==> src/rtl/pkt_fifo_pkg.sv <==
// pkt_fifo shared types: write-side FSM states, stats width and
// the pointer-wrap helper used for non-power-of-two depths.
package pkt_fifo_pkg;

  typedef enum logic [1:0] {
    WR_IDLE,
    WR_PKT,
    WR_DISCARD
  } wr_state_t;

  localparam int DROP_CNT_W = 16;

  function automatic int ptr_inc(input int p, input int depth);
    return (p == depth - 1) ? 0 : p + 1;
  endfunction

endpackage

==> src/rtl/avalon_st_if.sv <==
// Avalon-ST beat bundle with valid/ready handshake.
// sink faces the producer, source faces the consumer.
interface avalon_st_if #(
  parameter int DATA_WIDTH_IN_BYTES = 4
);
  localparam int DW = 8 * DATA_WIDTH_IN_BYTES;
  localparam int EW =
    (DATA_WIDTH_IN_BYTES > 1) ? $clog2(DATA_WIDTH_IN_BYTES) : 1;

  logic [DW-1:0] data;
  logic [EW-1:0] empty;
  logic          vld;
  logic          rdy;
  logic          sop;
  logic          eop;

  modport sink (
    input  data, empty, vld, sop, eop,
    output rdy
  );

  modport source (
    output data, empty, vld, sop, eop,
    input  rdy
  );
endinterface

==> src/rtl/pkt_fifo_ram.sv <==
// Simple dual-port register array: one synchronous write port,
// one combinational read port (first-word-fall-through).
module pkt_fifo_ram
  import pkt_fifo_pkg::*;
#(
  parameter int W     = 8,
  parameter int DEPTH = 16,
  localparam int AW   = $clog2(DEPTH)
) (
  input  logic          clk,
  input  logic          we_i,
  input  logic [AW-1:0] waddr_i,
  input  logic [W-1:0]  wdata_i,
  input  logic [AW-1:0] raddr_i,
  output logic [W-1:0]  rdata_o
);

  logic [W-1:0] mem_q [DEPTH];

  always_ff @(posedge clk) begin
    if (we_i) mem_q[waddr_i] <= wdata_i;
  end

  assign rdata_o = mem_q[raddr_i];

endmodule

==> src/rtl/pkt_fifo.sv <==
// Avalon-ST packet FIFO with committed/speculative write pointers.
// PKT_FIFO_STATS_EN adds the saturating drop_count output.
module pkt_fifo
  import pkt_fifo_pkg::*;
#(
  parameter int DATA_WIDTH_IN_BYTES = 4,
  parameter int FIFO_DEPTH          = 16,
  parameter bit STORE_FORWARD       = 1'b1,
  parameter bit ERROR_DROP          = 1'b1,
  parameter int AF_THRESH           = FIFO_DEPTH - 2,
  parameter int AE_THRESH           = 2,
  localparam int CW = $clog2(FIFO_DEPTH + 1)
) (
  input  logic           clk,
  input  logic           rst_n,
  avalon_st_if.sink      write,
  input  logic           write_error,
  avalon_st_if.source    read,
  output logic [CW-1:0]  fill_level,
  output logic [CW-1:0]  pkt_count,
  output logic           full,
  output logic           empty,
  output logic           almost_full,
  output logic           almost_empty
`ifdef PKT_FIFO_STATS_EN
  ,
  output logic [DROP_CNT_W-1:0] drop_count
`endif
);

  localparam int PW = $clog2(FIFO_DEPTH);
  localparam int DW = 8 * DATA_WIDTH_IN_BYTES;
  localparam int EW =
    (DATA_WIDTH_IN_BYTES > 1) ? $clog2(DATA_WIDTH_IN_BYTES) : 1;
  localparam int MW = DW + EW + 2;

  if (ERROR_DROP && !STORE_FORWARD) begin : g_cfg_err
    $error("pkt_fifo: ERROR_DROP needs STORE_FORWARD");
  end

  wr_state_t     st_q, st_d;
  logic [PW-1:0] wr_q, wr_d, cm_q, cm_d, rd_q, rd_d, wbase;
  logic [CW-1:0] fill_q, fill_d, pkt_q, pkt_d, unc_q, unc_d;
  logic          wr_fire, pop, pop_eop, err;
  logic          we, commit, drop, rb;
  logic [MW-1:0] wentry, rentry;

  assign full         = fill_q == CW'(FIFO_DEPTH);
  assign empty        = fill_q == '0;
  assign almost_full  = fill_q >= CW'(AF_THRESH);
  assign almost_empty = fill_q <= CW'(AE_THRESH);
  assign fill_level   = fill_q;
  assign pkt_count    = pkt_q;

  assign write.rdy = (st_q == WR_DISCARD) || !full;
  assign wr_fire   = write.vld && write.rdy;
  assign err       = ERROR_DROP && write.eop && write_error;

  assign read.vld = STORE_FORWARD ?
    ((cm_q != rd_q) || (pkt_q != '0)) : !empty;
  assign pop      = read.vld && read.rdy;
  assign pop_eop  = pop && rentry[0];

  // Rollback rewinds to the last packet boundary before writing.
  always_comb begin
    st_d   = st_q;
    we     = 1'b0;
    commit = 1'b0;
    drop   = 1'b0;
    rb     = 1'b0;
    if (!STORE_FORWARD) begin
      we     = wr_fire;
      commit = wr_fire && write.eop;
      if (wr_fire) st_d = write.eop ? WR_IDLE : WR_PKT;
    end else begin
      unique case (st_q)
        WR_IDLE: if (wr_fire && write.sop) begin
          we     = !err;
          drop   = err;
          commit = !err && write.eop;
          st_d   = write.eop ? WR_IDLE : WR_PKT;
        end
        WR_PKT: if (wr_fire) begin
          rb     = write.sop || err;
          drop   = write.sop || err;
          we     = !err;
          commit = !err && write.eop;
          if (write.eop) st_d = WR_IDLE;
        end else if (full && pkt_q == '0) begin
          rb   = 1'b1;
          drop = 1'b1;
          st_d = WR_DISCARD;
        end
        WR_DISCARD: if (wr_fire && write.eop) st_d = WR_IDLE;
        default: st_d = WR_IDLE;
      endcase
    end
  end

  assign wbase = rb ? cm_q : wr_q;
  assign wr_d  = we ? PW'(ptr_inc(int'(wbase), FIFO_DEPTH)) : wbase;
  assign cm_d  = commit ? wr_d : cm_q;
  assign rd_d  = pop ? PW'(ptr_inc(int'(rd_q), FIFO_DEPTH)) : rd_q;

  assign fill_d = fill_q - (rb ? unc_q : '0)
                + CW'(we) - CW'(pop);
  assign pkt_d  = pkt_q + CW'(commit) - CW'(pop_eop);
  assign unc_d  = (commit || !STORE_FORWARD) ? '0 :
                  (rb ? '0 : unc_q) + CW'(we);

  always_ff @(posedge clk or negedge rst_n) begin
    if (!rst_n) begin
      st_q   <= WR_IDLE;
      wr_q   <= '0;
      cm_q   <= '0;
      rd_q   <= '0;
      fill_q <= '0;
      pkt_q  <= '0;
      unc_q  <= '0;
    end else begin
      st_q   <= st_d;
      wr_q   <= wr_d;
      cm_q   <= cm_d;
      rd_q   <= rd_d;
      fill_q <= fill_d;
      pkt_q  <= pkt_d;
      unc_q  <= unc_d;
    end
  end

  assign wentry = {write.data, write.empty, write.sop, write.eop};
  assign {read.data, read.empty, read.sop, read.eop} = rentry;

  pkt_fifo_ram #(
    .W     (MW),
    .DEPTH (FIFO_DEPTH)
  ) u_ram (
    .clk     (clk),
    .we_i    (we),
    .waddr_i (wbase),
    .wdata_i (wentry),
    .raddr_i (rd_q),
    .rdata_o (rentry)
  );

`ifdef PKT_FIFO_STATS_EN
  logic [DROP_CNT_W-1:0] drop_q;

  always_ff @(posedge clk or negedge rst_n) begin
    if (!rst_n)                   drop_q <= '0;
    else if (drop && drop_q != '1) drop_q <= drop_q + 1'b1;
  end

  assign drop_count = drop_q;
`else
  logic unused_drop;
  assign unused_drop = drop;
`endif

endmodule

==> src/flat_wrapper.sv <==
// flat-port wrapper written by rule: the top's interface ports become plain ports
module pkt_fifo_flat import pkt_fifo_pkg::*;
#(
  parameter int DATA_WIDTH_IN_BYTES = 4,
  parameter int FIFO_DEPTH          = 16,
  parameter bit STORE_FORWARD       = 1'b1,
  parameter bit ERROR_DROP          = 1'b1,
  parameter int AF_THRESH           = FIFO_DEPTH - 2,
  parameter int AE_THRESH           = 2,
  localparam int CW = $clog2(FIFO_DEPTH + 1)
)
  (clk, rst_n, write_error, fill_level, pkt_count, full, empty, almost_full, almost_empty, write_data, write_empty, write_vld, write_sop, write_eop, write_rdy, read_data, read_empty, read_vld, read_sop, read_eop, read_rdy);
  avalon_st_if #(.DATA_WIDTH_IN_BYTES(DATA_WIDTH_IN_BYTES)) write_i ();
  avalon_st_if #(.DATA_WIDTH_IN_BYTES(DATA_WIDTH_IN_BYTES)) read_i ();
  input  logic clk;
  input  logic rst_n;
  input  logic write_error;
  output logic [CW-1:0] fill_level;
  output logic [CW-1:0] pkt_count;
  output logic full;
  output logic empty;
  output logic almost_full;
  output logic almost_empty;
  input wire logic [$bits(write_i.data)-1:0] write_data;
  input wire logic [$bits(write_i.empty)-1:0] write_empty;
  input wire logic [$bits(write_i.vld)-1:0] write_vld;
  input wire logic [$bits(write_i.sop)-1:0] write_sop;
  input wire logic [$bits(write_i.eop)-1:0] write_eop;
  output wire logic [$bits(write_i.rdy)-1:0] write_rdy;
  output wire logic [$bits(read_i.data)-1:0] read_data;
  output wire logic [$bits(read_i.empty)-1:0] read_empty;
  output wire logic [$bits(read_i.vld)-1:0] read_vld;
  output wire logic [$bits(read_i.sop)-1:0] read_sop;
  output wire logic [$bits(read_i.eop)-1:0] read_eop;
  input wire logic [$bits(read_i.rdy)-1:0] read_rdy;
  assign write_i.data = write_data;
  assign write_i.empty = write_empty;
  assign write_i.vld = write_vld;
  assign write_i.sop = write_sop;
  assign write_i.eop = write_eop;
  assign write_rdy = write_i.rdy;
  assign read_data = read_i.data;
  assign read_empty = read_i.empty;
  assign read_vld = read_i.vld;
  assign read_sop = read_i.sop;
  assign read_eop = read_i.eop;
  assign read_i.rdy = read_rdy;
  pkt_fifo #(.DATA_WIDTH_IN_BYTES(DATA_WIDTH_IN_BYTES), .FIFO_DEPTH(FIFO_DEPTH), .STORE_FORWARD(STORE_FORWARD), .ERROR_DROP(ERROR_DROP), .AF_THRESH(AF_THRESH), .AE_THRESH(AE_THRESH)) u_core (.clk(clk), .rst_n(rst_n), .write(write_i), .write_error(write_error), .read(read_i), .fill_level(fill_level), .pkt_count(pkt_count), .full(full), .empty(empty), .almost_full(almost_full), .almost_empty(almost_empty));
endmodule
==> config.mk <==
export PLATFORM = sky130hd
export DESIGN_NAME = pkt_fifo_flat
export DESIGN_NICKNAME = d
export VERILOG_FILES = /design/src/rtl/pkt_fifo_pkg.sv /design/src/rtl/avalon_st_if.sv /design/src/rtl/pkt_fifo_ram.sv /design/src/rtl/pkt_fifo.sv /design/src/flat_wrapper.sv
export SDC_FILE = /design/constraint.sdc
export NUM_CORES = 1
export LEC_CHECK = 0
export ABC_AREA = 0
export CORE_MARGIN = 3
export CORE_UTILIZATION = 45
export DETAILED_ROUTE_END_ITERATION = 7
export PLACE_DENSITY = 0.68
export SYNTH_ARGS = -nofsm -noshare
export SYNTH_HDL_FRONTEND = slang
export SYNTH_SLANG_ARGS = --single-unit
==> constraint.sdc <==
create_clock -name clk -period 4.2 [get_ports clk]
set_clock_uncertainty 0.15 [all_clocks]
set_input_delay 0.63 -clock clk [delete_from_list [all_inputs] [get_ports clk]]
set_output_delay 0.63 -clock clk [all_outputs]
set_load 0.01 [all_outputs]
; ---- Word-level counts from Yosys, hierarchy flattened
; Memories as Yosys holds them, arrays and structs flattened.
; Index checks and enable logic that the tools add are counted.
[op_classes]
muxes = 25
shift = 0
n_lt_le_gt_ge = 2
reduce_logical = 18
mul = 0
n_eq_ne = 10
div = 0
n_bitwise = 0
add_sub_neg = 8
[op_table]
columns = op, count
row1 = 2-to-1 mux 4 bit, 4
row2 = adder 5 x 1 -> 5 bit, 3
row3 = 2-to-1 mux 5 bit, 3
row4 = logical NOT 5 bit, 2
row5 = 2-to-1 mux 1 bit, 10
row6 = 2-to-1 mux 2 bit, 5
row7 = subtractor 5 x 1 -> 5 bit, 2
row8 = adder 4 x 1 -> 4 bit (second input constant), 2
row9 = == test 4 x 1 -> 1 bit (second input constant), 2
row10 = logical AND 1 bit, 8
row11 = one-hot mux 2 bit (3 select lines), 1
row12 = == test 5 bit (second input constant), 1
row13 = >= comparator 5 x 4 -> 1 bit (second input constant), 1
row14 = <= comparator 5 x 2 -> 1 bit (second input constant), 1
row15 = nonzero test 5 bit, 1
row16 = subtractor 5 bit, 1
row17 = != test 4 bit, 1
row18 = one-hot mux 1 bit (2 select lines), 2
row19 = AND reduction 4 bit, 1
row20 = logical OR 1 bit, 3
row21 = != test 3 x 1 -> 1 bit (second input constant), 1
row22 = != test 3 bit (second input constant), 1
row23 = == test 2 x 1 -> 1 bit (second input constant), 1
row24 = == test 2 bit (second input constant), 1
row25 = other kinds (4), 5
[word_totals]
n_memories = 1
latch_bits = 0
out_inout_bits = 52
mem_bits_ro = 0
elab_cells = 71
mem_bits_rw = 576
ff_bits = 29
input_bits = 41
[memory_table]
columns = name, depth, width, read_ports, rd_ports_with_merged_regs, wr, line
row1 = u_core.u_ram.mem_q, 16, 36, 1, 0, 1, pkt_fifo_ram.sv:18  ; logic [W-1:0] mem_q [DEPTH];

; ---- Logic depth before layout (Yosys ltp)
; Gate-level depths: netlist (run 1).
[depth]
ltp_word = 10
ltp_mapped = 15
depth_no_buf = 13

; ---- Modules after synthesis
; From an unflattened synthesis (run 1), not the netlist that was laid out.
[unflattened]
hier_cells = 1098
hier_area_um2 = 23520.1
[by_module_without_submodules]
columns = mod, instances, seq_area_each_um2, area_each_um2, cells_each
row1 = pkt_fifo_ram, 1, 17296.6, 21598.2, 902
row2 = pkt_fifo, 1, 725.7, 1921.8, 196

; ---- Least setup slack after synthesis (run 1)
; Ideal clock, no wire load.
[synth_path]
kind = flip-flop to flip-flop
start = register u_core.pkt_q[3] (netlist: u_core.pkt_count[3])
end = memory u_core.u_ram.mem_q[15][0] (netlist name), enable pin
setup_time_ns = 0.429
path_buffers = 1
period_less_slack_ns = 4.439
slack_ns = -0.239
arrival_time_ns = 3.859
path_stages_with_launch = 13
t_required_ns = 3.621
cell_sequence = dfrtp_1 > inv_1 > ha_1 > nor4b_2 > nand4_1 > and2_4 > buf_6 > mux2i_1 > inv_1 > ha_1 > nor4b_2 > nand2_1 > nor2_1
[synth_via]
elab_chain_cells = 6
[synth_lines]
columns = item, line
row1 = from (decl), pkt_fifo.sv:43  ; logic [CW-1:0] fill_q, fill_d, pkt_q, pkt_d, unc_q, unc_d;
row2 = from (signal assigned), pkt_fifo.sv:126  ; pkt_q <= pkt_d;
row3 = logical NOT 5 bit, pkt_fifo.sv:89  ; end else if (full && pkt_q == '0) begin
row4 = logical AND 1 bit, pkt_fifo.sv:89
row5 = 2-to-1 mux 1 bit, pkt_fifo.sv:89
row6 = 2-to-1 mux 1 bit, pkt_fifo.sv:83  ; WR_PKT: if (wr_fire) begin
row7 = 2-to-1 mux 1 bit, pkt_fifo.sv:76  ; unique case (st_q)
row8 = 2-to-1 mux 4 bit, pkt_fifo.sv:100  ; assign wbase = rb ? cm_q : wr_q;
row9 = to (decl), pkt_fifo_ram.sv:18
; No other way between the ends.

; ---- Worst setup path in the final report (run 1)
[layout_path]
start = register u_core.rd_q[1]
end = output port read_data[31]
[layout_via]
elab_chain_cells = 1
[layout_lines]
columns = item, line
row1 = from (decl), pkt_fifo.sv:42  ; logic [PW-1:0] wr_q, wr_d, cm_q, cm_d, rd_q, rd_d, wbase;
row2 = from (signal assigned), pkt_fifo.sv:124  ; rd_q <= rd_d;
row3 = memory (16 x 36 bit), --
row4 = to (decl), flat_wrapper.sv:30  ; output wire logic [$bits(read_i.data)-1:0] read_data;
; No other way between the ends.

==> results summary, run 1 <==
The flow ran to the end, and the final reports show no timing, DRC or antenna violations. Sequential elements use 75.7% of the synthesized area. STA classifies the critical path endpoint as an output pin. The number of filler cells placed in the layout is 3832. The via count of the first global-routing pass came out at 11700. The global-route congestion overflow total came out at 0.

The number of flops mapped to enable cells by yosys is 576. The number of cells after detailed placement came out at 1820. The detail route stage leaves a number of antenna-violating nets equal to 0. After Yosys synthesis, full adders, half adders and majority gates account for 1.39% of the synthesized area. The max-capacitance violation count is 0.

The largest voltage drop on the vdd net is 0.346 mV. Setup repair after global routing left no endpoint under its margin. The total CTS buffers came out at 60. The combinational power share came out at 28.3%. The maximum number of pins on one net before global-route repair is 69. The basic-gate share of the synthesized area counting and, or, nand and nor cells is 2.20%.

In this run the core area contains 83 standard-cell rows. The analysis attributes to net switching a power of 4950 uW. Power spread over the standard cell area amounts to 630 nW/um^2. The mux cell area share after synthesis came out at 17.3%.

The number of buffers added on ports is 92. The slack of the worst reg-to-reg path came out at 0.44 ns. The final layout contains 1267 nets. The share of flip-flops with an asynchronous set or reset came out at 4.79%. The total length of routed wires is 48800 um. The achievable frequency is 246 MHz.

The number of cells on the worst reg-to-reg path is 13. In the detailed route, the total length drawn on met3 is 2820 um. By area, the combinational part of the netlist is dominated by multiplexers. After the first detailed-routing iteration, the DRC count stood at 987. The total via count after detailed routing is 11000. Synthesis inferred 605 register bits. The leakage power is 0.00900 uW. The endpoint of the worst register-to-register path is u_core.u_ram.mem_q[15][23]. The number of instances in the synthesized netlist came out at 1041. Counting every net in the synthesized netlist gives 1106. The clock tree from TritonCTS is done. The clock input transition at the sequential cells of the worst setup and hold paths came out at 0.06 ns.

The number of antenna violations at the first check in global routing is 2. In this run the critical register-to-register path is launched from u_core.pkt_count[3]. In this run the vertical extent of the chip is 236 um.

The detailed-placement wirelength estimate is 28100 um. The count of pins over their slew limit came out at 0. The unique cell type count in the Yosys netlist came out at 56. The share of final-layout standard cells stronger than drive strength 1 came out at 28.5%. Net switching is 28.0% of the power.

The detailed-route DRC error count came out at 0. The root buffer cell chosen for the clock tree is sky130_fd_sc_hd__clkbuf_16. The total standard cell area after synthesis is 23800 sq um. The post-route worst setup slack is 0.135 ns. The deepest level of the CTS H-tree is 2.

The portion of total power attributed to sequential cells is 42.2%. The layout overhead on the synthesized area came out at 17.6%. The overall fraction of global-route tracks in use came out at 17.6%. Per report_power, the clock group accounts for 29.5% of the total. The sink count of the clock tree came out at 605. The xor/xnor cell area share of the yosys netlist came out at 0.662%. The cell area after placement is 26100 sq um.

The routed design uses 24300 um of met2 wire. The required time of the critical path is 3.42 ns. Walking the worst path, the cells encountered are buf_16 -> buf_4 -> mux4_2 -> mux4_2 -> clkdlybuf4s50_1. The setup slack at placement came out at 0.0964 ns.

The largest single stage delay on the critical path is 0.52 ns. The starting density of the core came out at 45.9%. By instance count, the cell type seen most on the critical path is sky130_fd_sc_hd__mux4_2. The hold violation total from the final report is 0.

The worst setup path is of the reg2out kind. The slowest stage of the critical path belongs to the cell sky130_fd_sc_hd__mux4_2. The met1 layer wirelength in the final routing is 21000 um. The most critical setup path has its startpoint at u_core.rd_q[1].

The headroom to the max-slew limit came out at 28.5%. The most common cell after layout, fill and taps aside is sky130_fd_sc_hd__edfxtp_1. The later pin in the worst-skew pair is clocked with a latency of 0.62 ns. The count of cells in the finished layout, fillers not included, comes to 1931. The kind of start point of the critical path is a flip-flop. Buffers added to address setup during post-CTS repair amount to 0. The final critical delay including setup and external delays came out at 4.07 ns. The slew of the pin with the lowest slew margin came out at 1.07 ns. The pre-antenna-repair detailed-routing pass consisted of 5 iterations. The area of the core came out at 51800 sq um. The post-synthesis compound-gate area fraction came out at 1.28%.

The path class of the tightest hold or removal check is in2async. The internal portion of total power is 12700 uW. The count of synthesis-stage warnings from yosys is 0. The count of pins on the block boundary came out at 93. The critical path ends at read_data[31]. The final cycle utilization of the critical path came out at 96.8%.

The maximum buffer depth of the clock tree is 3. The first global-routing pass estimated 74200 um of wire. For this run, the leading register cell type out of synthesis is sky130_fd_sc_hd__edfxtp_1. The worst-case hold slack is 0.339 ns. Routability-driven placement finished with a final weighted congestion of 0.817.

The top metal layer carrying routed signals is met5. Dividing the synthesized area by the synthesized cell count gives 22.9 sq um. The die width came out at 236 um. The critical path data arrival time came out at 3.29 ns.

The ratio of routed vias to standard cells is 5.70. The final setup violation count came out at 0. The hold-fix buffer count after cts is 0. The cell area after layout came out at 28000 sq um.

In the final routed layout, each cell accounts on average for 25.3 um. The maximum fanout encountered on the critical timing path came out at 68. Leaving out fill and tap cells, the most frequent cells in the layout are sky130_fd_sc_hd__edfxtp_1, sky130_fd_sc_hd__mux4_2, sky130_fd_sc_hd__clkdlybuf4s50_1. The die covers 55700 sq um.
[worst max-delay path, delay by kind of cell (launching register included)]
| family | cells | cell delay, ns |
|---|---|---|
| multiplexers | 2 | 0.90 |
| flip-flops | 1 | 0.49 |
| buffers and inverters | 3 | 1.20 |
[how the worst min path moves through the flow]
stage	startpoint	endpoint	slack, ns
after global placement	u_core.unc_q[4]	u_core.unc_q[4]	0.42
after CTS	rst_n	u_core.wr_q[2]	0.34
after floorplan	rst_n	u_core.cm_q[0]	0.18
after detailed placement	u_core.unc_q[4]	u_core.fill_level[4]	0.42
after global routing	rst_n	u_core.st_q[0]	0.38
final	rst_n	u_core.cm_q[1]	0.34
[state kept, by name, summed over array words and instances (netlist names)]
signal              count
u_core.pkt_count        5
u_core.unc_q            5
u_core.wr_q             4
u_core.cm_q             4
u_core.u_ram.mem_q    576
u_core.fill_level       5
u_core.st_q             2
u_core.rd_q             4
[cell type report]
type                       count  area [sq um]  area share [%]
multi-input combinational    367          5550            19.8
inverter                      20          75.1           0.268
antenna                        1          2.50         0.00894
sequential                   605         18000            64.4
clock inverter                41           345            1.23
timing repair buffer         148          1570            5.60
clock buffer                  69          1580            5.63
tap                          680           851            3.04
[metal layers]
| layer | vias up | GRT usage [%] |
|---|---|---|
| met3 | 60 | 3.60 |
| met1 | 5904 | 25.0 |
| met5 | - | 0 |
| met4 | 2 | 3.95 |
| met2 | 318 | 28.6 |
| li1 | 4716 | - |
[kinds of logic after synthesis]
logic type,Yosys count
XOR/XNOR,18
AO/OA/AOI/OAI,44
AND/OR/NAND/NOR,94
multiplexers,187
buffers and inverters,69
flip-flops,605
adder cells (fa/ha/maj),24
[power by group through the flow]
stage	registers (uW)	logic, uW	clock network, uW
2_1_floorplan	7380	3190	0
3_3_place_gp	7560	4990	0
3_5_place_dp	7580	5030	0
4_1_cts	7460	5090	5330
5_1_grt	7510	5360	5560
6_report	7450	4990	5210
[stage by stage]
step	setup TNS, ns	power (uW)	util [%]
finish	0	17600	54.0
global route	0	18400	54.0
CTS	0	17900	54.0
detailed placement	0	12600	50.3
global placement	0	12500	50.3
floorplan	-34.38	10600	-
[cell usage after synthesis, types with 4 or more instances]
library cell                 n  area [sq um]
sky130_fd_sc_hd__fa_1        4          80.1
sky130_fd_sc_hd__and3_1      4          25.0
sky130_fd_sc_hd__buf_1       6          22.5
sky130_fd_sc_hd__buf_4      12          90.1
sky130_fd_sc_hd__xnor2_1     6          52.6
sky130_fd_sc_hd__clkbuf_1   19          71.3
sky130_fd_sc_hd__nand2_1    21          78.8
sky130_fd_sc_hd__xor2_1     12           105
sky130_fd_sc_hd__edfxtp_1  576         17300
sky130_fd_sc_hd__and2_1      6          37.5
sky130_fd_sc_hd__ha_1       20           250
sky130_fd_sc_hd__buf_6       6          67.6
sky130_fd_sc_hd__a31oi_1     4          25.0
sky130_fd_sc_hd__a21oi_1     9          45.0
sky130_fd_sc_hd__o21ai_0    10          50.1
sky130_fd_sc_hd__mux4_2    179          4030
sky130_fd_sc_hd__inv_1      19          71.3
sky130_fd_sc_hd__buf_2       6          30.0
sky130_fd_sc_hd__dfrtp_1    29           726
sky130_fd_sc_hd__nor2_1     26          97.6
sky130_fd_sc_hd__a21o_1      4          30.0
sky130_fd_sc_hd__mux2i_1     6          60.1
sky130_fd_sc_hd__nand3_1     9          45.0
sky130_fd_sc_hd__nor3_1      4          20.0
[repair_timing]
action,CTS,global route
endpoints found under the hold margin,0,0
endpoints found under the setup margin,26,9
gates resized for setup,5,2
(Power assumes the default switching activity.)
==> inputs of run 2 (changes only) <==
CTS_CLUSTER_DIAMETER = 200   (was not set)
==> results of run 2 <==
Final layout, timing and power as in run 1 (identical DEF).
